File: config.mk
export PLATFORM = sky130hd
export DESIGN_NAME = hilo_muldiv_unit_flat
export DESIGN_NICKNAME = d
export VERILOG_FILES = /design/src/rtl/hilo_muldiv_if.sv /design/src/rtl/hilo_muldiv_unit.sv /design/src/flat_wrapper.sv
export SDC_FILE = /design/constraint.sdc
export NUM_CORES = 2
export LEC_CHECK = 0
export BUFFER_PORTS_ARGS = -buffer_cell sky130_fd_sc_hd__buf_2
export CAP_MARGIN = 40
export CORE_MARGIN = 1
export CORE_UTILIZATION = 53
export DETAILED_ROUTE_END_ITERATION = 6
export GPL_ROUTABILITY_DRIVEN = 0
export GPL_TIMING_DRIVEN = 0
export PLACE_DENSITY = 0.69
export SYNTH_ARGS = -nofsm -noshare
export SYNTH_HDL_FRONTEND = slang
export SYNTH_SLANG_ARGS = --single-unit
File: constraint.sdc
create_clock -name clk -period 8.8 [get_ports clk]
set_clock_uncertainty 0.1 [all_clocks]
set_input_delay 0.44 -clock clk [delete_from_list [all_inputs] [get_ports clk]]
set_output_delay 0.44 -clock clk [all_outputs]
set_load 0.005 [all_outputs]
File: src/rtl/hilo_muldiv_if.sv
// hilo_muldiv_if: request/response bundle between the microsequencer and the HI/LO mul/div unit.
interface hilo_muldiv_if #(parameter int WIDTH = 32);
    logic             start_mul, start_div;
    logic [WIDTH-1:0] rs_val, rt_val;
    logic [1:0]       hiSel, loSel;
    logic             hiWr, loWr, mALUOp;
    logic             busy, done, hazard, div_by_zero;
    logic [WIDTH-1:0] hi, lo;
    modport master (
        output start_mul, start_div, rs_val, rt_val, hiSel, loSel, hiWr, loWr, mALUOp,
        input  busy, done, hazard, div_by_zero, hi, lo
    );
    modport slave (
        input  start_mul, start_div, rs_val, rt_val, hiSel, loSel, hiWr, loWr, mALUOp,
        output busy, done, hazard, div_by_zero, hi, lo
    );
endinterface

File: src/rtl/hilo_muldiv_unit.sv
// hilo_muldiv_unit: HI/LO registers with 1-cycle signed multiply, 32-step signed restoring divide and madd/msub.
// Define DIV_ZERO_TRAP_EN to finish a zero-divisor divide in one cycle and raise div_by_zero.
module hilo_muldiv_unit #(
    parameter int               WIDTH      = 32,
    parameter logic [WIDTH-1:0] HILO_RESET = '0
) (
    input logic        clk,
    input logic        rst,
    hilo_muldiv_if.slave bus
);
    localparam int CW = $clog2(WIDTH) + 1;
    localparam logic [CW-1:0] LAST = CW'(WIDTH);
    typedef enum logic [1:0] {IDLE, MUL, DIV, DONE} state_t;
    state_t             state_q;
    logic [2*WIDTH-1:0] res_q, mac_d, prod;
    logic [WIDTH-1:0]   hi_q, lo_q, a_q, b_q, rem_q, hi_d, lo_d, quo_fix, rem_fix;
    logic [WIDTH:0]     rem_sh, rem_sub;
    logic [CW-1:0]      cnt_q;
    logic               sa_q, sb_q, busy_q, done_q, hazard_q;
    logic               hi_blk, lo_blk, hi_we, lo_we;
`ifdef DIV_ZERO_TRAP_EN
    logic               dz_q, dbz_q;
    assign bus.div_by_zero = dbz_q;
`else
    assign bus.div_by_zero = 1'b0;
`endif
    always_comb begin
        mac_d   = bus.mALUOp ? {hi_q, lo_q} - res_q : {hi_q, lo_q} + res_q;
        hi_d    = bus.hiSel == 2'b00 ? res_q[2*WIDTH-1:WIDTH] : bus.hiSel == 2'b01 ? bus.rs_val :
                  bus.hiSel == 2'b10 ? mac_d[2*WIDTH-1:WIDTH] : hi_q;
        lo_d    = bus.loSel == 2'b00 ? res_q[WIDTH-1:0] : bus.loSel == 2'b01 ? bus.rs_val :
                  bus.loSel == 2'b10 ? mac_d[WIDTH-1:0] : lo_q;
        // res/MAC sources are stale while the engine runs; rs_val moves are always safe
        hi_blk  = busy_q & ~bus.hiSel[0];
        lo_blk  = busy_q & ~bus.loSel[0];
        hi_we   = bus.hiWr & ~hi_blk;
        lo_we   = bus.loWr & ~lo_blk;
        prod    = {{WIDTH{a_q[WIDTH-1]}}, a_q} * {{WIDTH{b_q[WIDTH-1]}}, b_q};
        rem_sh  = {rem_q, a_q[WIDTH-1]};
        rem_sub = rem_sh - {1'b0, b_q};
        quo_fix = (sa_q ^ sb_q) ? -a_q : a_q;
        rem_fix = sa_q ? -rem_q : rem_q;
    end
    always_ff @(posedge clk or posedge rst) begin
        if (rst) begin
            state_q  <= IDLE;
            res_q    <= '0;
            hi_q     <= HILO_RESET;
            lo_q     <= HILO_RESET;
            a_q      <= '0;
            b_q      <= '0;
            rem_q    <= '0;
            cnt_q    <= '0;
            sa_q     <= 1'b0;
            sb_q     <= 1'b0;
            busy_q   <= 1'b0;
            done_q   <= 1'b0;
            hazard_q <= 1'b0;
`ifdef DIV_ZERO_TRAP_EN
            dz_q     <= 1'b0;
            dbz_q    <= 1'b0;
`endif
        end else begin
            done_q   <= 1'b0;
            hazard_q <= (bus.hiWr & hi_blk) | (bus.loWr & lo_blk);
`ifdef DIV_ZERO_TRAP_EN
            dbz_q    <= 1'b0;
`endif
            if (hi_we) hi_q <= hi_d;
            if (lo_we) lo_q <= lo_d;
            case (state_q)
                IDLE: begin
                    if (bus.start_div) begin
                        state_q <= DIV;
                        busy_q  <= 1'b1;
                        cnt_q   <= '0;
                        a_q     <= bus.rs_val[WIDTH-1] ? -bus.rs_val : bus.rs_val;
                        b_q     <= bus.rt_val[WIDTH-1] ? -bus.rt_val : bus.rt_val;
                        sa_q    <= bus.rs_val[WIDTH-1];
                        sb_q    <= bus.rt_val[WIDTH-1];
`ifdef DIV_ZERO_TRAP_EN
                        dz_q    <= bus.rt_val == '0;
                        rem_q   <= bus.rt_val == '0 ? bus.rs_val : '0;
`else
                        rem_q   <= '0;
`endif
                    end else if (bus.start_mul) begin
                        state_q <= MUL;
                        busy_q  <= 1'b1;
                        a_q     <= bus.rs_val;
                        b_q     <= bus.rt_val;
                    end
                end
                MUL: begin
                    res_q   <= prod;
                    state_q <= DONE;
                    busy_q  <= 1'b0;
                    done_q  <= 1'b1;
                end
                DIV: begin
`ifdef DIV_ZERO_TRAP_EN
                    if (dz_q) begin
                        res_q   <= {rem_q, {WIDTH{1'b1}}};
                        state_q <= DONE;
                        busy_q  <= 1'b0;
                        done_q  <= 1'b1;
                        dbz_q   <= 1'b1;
                    end else
`endif
                    if (cnt_q == LAST) begin
                        res_q   <= {rem_fix, quo_fix};
                        state_q <= DONE;
                        busy_q  <= 1'b0;
                        done_q  <= 1'b1;
                    end else begin
                        cnt_q <= cnt_q + 1'b1;
                        rem_q <= rem_sub[WIDTH] ? rem_sh[WIDTH-1:0] : rem_sub[WIDTH-1:0];
                        a_q   <= {a_q[WIDTH-2:0], ~rem_sub[WIDTH]};
                    end
                end
                default: state_q <= IDLE;
            endcase
        end
    end
    assign bus.busy   = busy_q;
    assign bus.done   = done_q;
    assign bus.hazard = hazard_q;
    assign bus.hi     = hi_q;
    assign bus.lo     = lo_q;
endmodule

File: src/flat_wrapper.sv
// flat-port wrapper written by rule: the top's interface ports become plain ports
module hilo_muldiv_unit_flat 
#(
    parameter int               WIDTH      = 32,
    parameter logic [WIDTH-1:0] HILO_RESET = '0
)
  (clk, rst, bus_start_mul, bus_start_div, bus_rs_val, bus_rt_val, bus_hiSel, bus_loSel, bus_hiWr, bus_loWr, bus_mALUOp, bus_busy, bus_done, bus_hazard, bus_div_by_zero, bus_hi, bus_lo);
  hilo_muldiv_if #(.WIDTH(WIDTH)) bus_i ();
  input logic clk;
  input logic rst;
  input wire logic [$bits(bus_i.start_mul)-1:0] bus_start_mul;
  input wire logic [$bits(bus_i.start_div)-1:0] bus_start_div;
  input wire logic [$bits(bus_i.rs_val)-1:0] bus_rs_val;
  input wire logic [$bits(bus_i.rt_val)-1:0] bus_rt_val;
  input wire logic [$bits(bus_i.hiSel)-1:0] bus_hiSel;
  input wire logic [$bits(bus_i.loSel)-1:0] bus_loSel;
  input wire logic [$bits(bus_i.hiWr)-1:0] bus_hiWr;
  input wire logic [$bits(bus_i.loWr)-1:0] bus_loWr;
  input wire logic [$bits(bus_i.mALUOp)-1:0] bus_mALUOp;
  output wire logic [$bits(bus_i.busy)-1:0] bus_busy;
  output wire logic [$bits(bus_i.done)-1:0] bus_done;
  output wire logic [$bits(bus_i.hazard)-1:0] bus_hazard;
  output wire logic [$bits(bus_i.div_by_zero)-1:0] bus_div_by_zero;
  output wire logic [$bits(bus_i.hi)-1:0] bus_hi;
  output wire logic [$bits(bus_i.lo)-1:0] bus_lo;
  assign bus_i.start_mul = bus_start_mul;
  assign bus_i.start_div = bus_start_div;
  assign bus_i.rs_val = bus_rs_val;
  assign bus_i.rt_val = bus_rt_val;
  assign bus_i.hiSel = bus_hiSel;
  assign bus_i.loSel = bus_loSel;
  assign bus_i.hiWr = bus_hiWr;
  assign bus_i.loWr = bus_loWr;
  assign bus_i.mALUOp = bus_mALUOp;
  assign bus_busy = bus_i.busy;
  assign bus_done = bus_i.done;
  assign bus_hazard = bus_i.hazard;
  assign bus_div_by_zero = bus_i.div_by_zero;
  assign bus_hi = bus_i.hi;
  assign bus_lo = bus_i.lo;
  hilo_muldiv_unit #(.WIDTH(WIDTH), .HILO_RESET(HILO_RESET)) u_core (.clk(clk), .rst(rst), .bus(bus_i));
endmodule
==> results.md <==
- # rows: 118
- CTS buffer count: 28
- Initial antenna violation count: 15
- CTS sink count: 237
- Most frequent cell after synthesis: fa_1
- Longest Clk Path Bufs: 3
- Hold Crit Class: in -> reg
- Starting DRT DRC Count: 5,676
- Crit path required time: 9210 ps
- Period utilization: 99.5%
- Nets: 8,127
- CP endpoint kind: register
- Layout cell share with drive strength beyond 1: 8.21%
- DRC violations left: 0
- First-pass GRT wire length: 304,000 µm
- Post-synth EDFFs: 0
- Dpl hpwl: 171,000 µm
- Max Fclk: 114 MHz
- Fillers: 9,283
- Yosys cell types: 83
- CTS tree: built
- Status: completed
- CP Class: reg -> reg
- Share of synthesized registers carrying an async set or reset: 100%
- CP Buf/Inv Count: 5
- Cell chain of the critical path: clkbuf_1, and2_1, fa_1, fa_1, inv_1, fa_1, fa_1, inv_1, fa_1, fa_1, fa_1, fa_1, ha_1, clkbuf_1, nand4_1, a2111oi_4, buf_2, o21ai_1, a21oi_2, a311oi_2, or4_1, o21ai_0, nand2b_1, a31oi_1
- Slowest Stage Delay on Critical Path: 780 ps
- I/O pin count: 143
- Commonest cells post-synth: fa_1 (1,084), inv_1 (1,022), nand2_1 (844)
- Min Hold Slack: 78.8 ps
- Vias in the first global route: 48,982
- Yosys top cell area share: 39.1%
- Most frequent CP cell: fa_1
- Synth Flop Type: dfrtp_1
- DRT Wirelength: 205,000 µm
- Worst path top cell family by delay: adder cells
- Routed len/inst: 25.3 µm
- Final-report max-slew violation count: 0
- CORE AREA: 104,000 µm²
- Clock Pin Slew Worst Setup and Hold Paths: 60 ps
- Top cells by area, synth: fa_1 (39%), dfrtp_1 (11%), inv_1 (6.9%)
- Hold Vio Cnt, Final: 0
- Yosys top cell by area: fa_1
- Vias: 48,788
- Tmin final: 8760 ps
- Cell area after synthesis: 55,400 µm²
- Gr usage total: 38.7%
- Final ANT Viol Nets: 0
- Grt ovf: 0
- Setup Viol. Count Final: 0
- Worst skew pair latency: 590 ps
- Highest net fanout along the worst path: 10
- Critical Path Source Type: register
- Initial Util: 53.5%
- Die width: 325 µm
- Port bufs: 136
- DRT Pass-1 Iters: 7
- Worst slew pin tran: 1030 ps
- H-Tree Depth: 1
- Gate Count Post-Synth: 6,424
- Vias per cell: 6.03
- Mapped Nets: 7,874
- Sequential fraction of the synthesis area: 10.7%
- Die Area: 106,000 µm²
- Yosys warns: 0
- Rel. slew slack: 31.4%
- Largest net degree at the start of global routing: 117
- Chip Height: 325 µm
- CP arrival: 9170 ps
- Root Driver: clkbuf_16
- Seq cells post-synth: 237
- CP max-delay cell: clkbuf_1
- Max-cap violation count: 0
- Area grow syn2layout: 9.41%
- Syn Area/Cell: 8.63 µm²
-- kinds of logic after synthesis --
family                     Yosys count  share of synthesized area, %
adders and majority gates         1375                          45.7
muxes                               75                          1.37
xor gates and xnor gates           334                          5.29
AOI/OAI and AO/OA                 1010                          10.6
and+or+nand+nor                   2006                          17.0
DFF                                237                          10.7
buffers and inverters             1386                          9.42
other                                1                       0.00676
-- sequential cells by signal, indices dropped and copies added, names as in the netlist, 2 cells and up --
signal and cells:
u_core.a_q 32, u_core.b_q 32, u_core.bus.hi 32, u_core.bus.lo 32, u_core.cnt_q 6, u_core.rem_q 32
u_core.res_q 64, u_core.state_q 2
-- metrics by stage --
| stage | setup slack, ps | setup TNS [ps] | utilization (%) | cells | instance area [µm²] |
|---|---|---|---|---|---|
| after CTS | 1.92 | 0 | 57.9 | 8042 | 60000 |
| after global placement | -2210 | -342390 | 55.8 | 7940 | 57800 |
| after floorplan | 683 | 0 | - | 6424 | 55400 |
| final | 40.2 | 0 | 58.5 | 8095 | 60700 |
| after global routing | -48.7 | -142 | 58.5 | 8080 | 60600 |
| after detailed placement | -1580 | -28260 | 56.6 | 8003 | 58700 |
-- what timing repair did --
| action | in CTS | in global routing |
|---|---|---|
| pin swaps | 2 | 12 |
| endpoints found under the hold margin | 9 | 0 |
| setup endpoints to repair | 37 | 19 |
| buffers inserted | 16 | 38 |
| gates resized for setup | 154 | 204 |
| hold buffers | 1 | 0 |
-- placed cells by master, fill, tap and decap left out, drive strengths merged, types with 29 or more instances in the layout --
| cell | n |
|---|---|
| a21o | 62 |
| a21oi | 389 |
| and2 | 439 |
| buf | 302 |
| clkbuf | 319 |
| dfrtp | 237 |
| fa | 1084 |
| ha | 291 |
| inv | 1017 |
| mux2i | 70 |
| nand2 | 844 |
| nand2b | 34 |
| nand3 | 31 |
| nand4 | 29 |
| nor2 | 425 |
| nor3 | 61 |
| o21ai | 328 |
| o31ai | 36 |
| or3 | 34 |
| xnor2 | 208 |
| xor2 | 126 |
-- path summary, 6_finish.rpt --
kind	slack, ps	cells past startpoint	from	end
min reg2reg	410	2	u_core.bus.lo[13]	u_core.bus.lo[13]
max	40	24	u_core.b_q[14]	u_core.res_q[63]
min in group asynchronous	210	3	rst	u_core.bus.hi[31]
max reg2reg	40	24	u_core.b_q[14]	u_core.res_q[63]
min	80	3	bus_rt_val[2]	u_core.b_q[2]
max in group asynchronous	7450	4	rst	u_core.a_q[9]
-- worst register-to-register path, cell delays in order (launching register included) --
cell and delay, ps:
dfrtp_1 410, clkbuf_1 790, and2_1 270, fa_1 430, fa_1 520, inv_1 50
fa_1 460, fa_1 510, inv_1 50, fa_1 580, fa_1 440, fa_1 580
fa_1 440, ha_1 280, clkbuf_1 340, nand4_1 320, a2111oi_4 450, buf_2 210
o21ai_1 120, a21oi_2 310, a311oi_2 190, or4_1 460, o21ai_0 110, nand2b_1 120
a31oi_1 140
-- final cells by class --
cell class / count / area, µm² / area share, %
Clock buffer: 39 / 843 / 1.39
Clock inverter: 12 / 130 / 0.215
Timing Repair Buffer: 255 / 1950 / 3.22
Sequential cell: 237 / 5990 / 9.87
Antenna cell: 17 / 42.5 / 0.0701
Tap cell: 1380 / 1730 / 2.85
Multi-Input combinational cell: 4801 / 44600 / 73.5
Buffer: 328 / 1510 / 2.49
Inverter: 1026 / 3900 / 6.43
-- per-layer routing --
metal | part of all wire [%] | GRT usage [%] | vias up
met4 | 6.9 | 21.3 | 12
met2 | 43 | 57.8 | 3161
li1 | - | - | 20531
met3 | 13 | 12.5 | 725
met1 | 36 | 49.7 | 24359
met5 | 0.11 | 0.996 | -
Power is not shown: default switching activity piles up to over one toggle a cycle in this logic, so the estimate is an artifact.
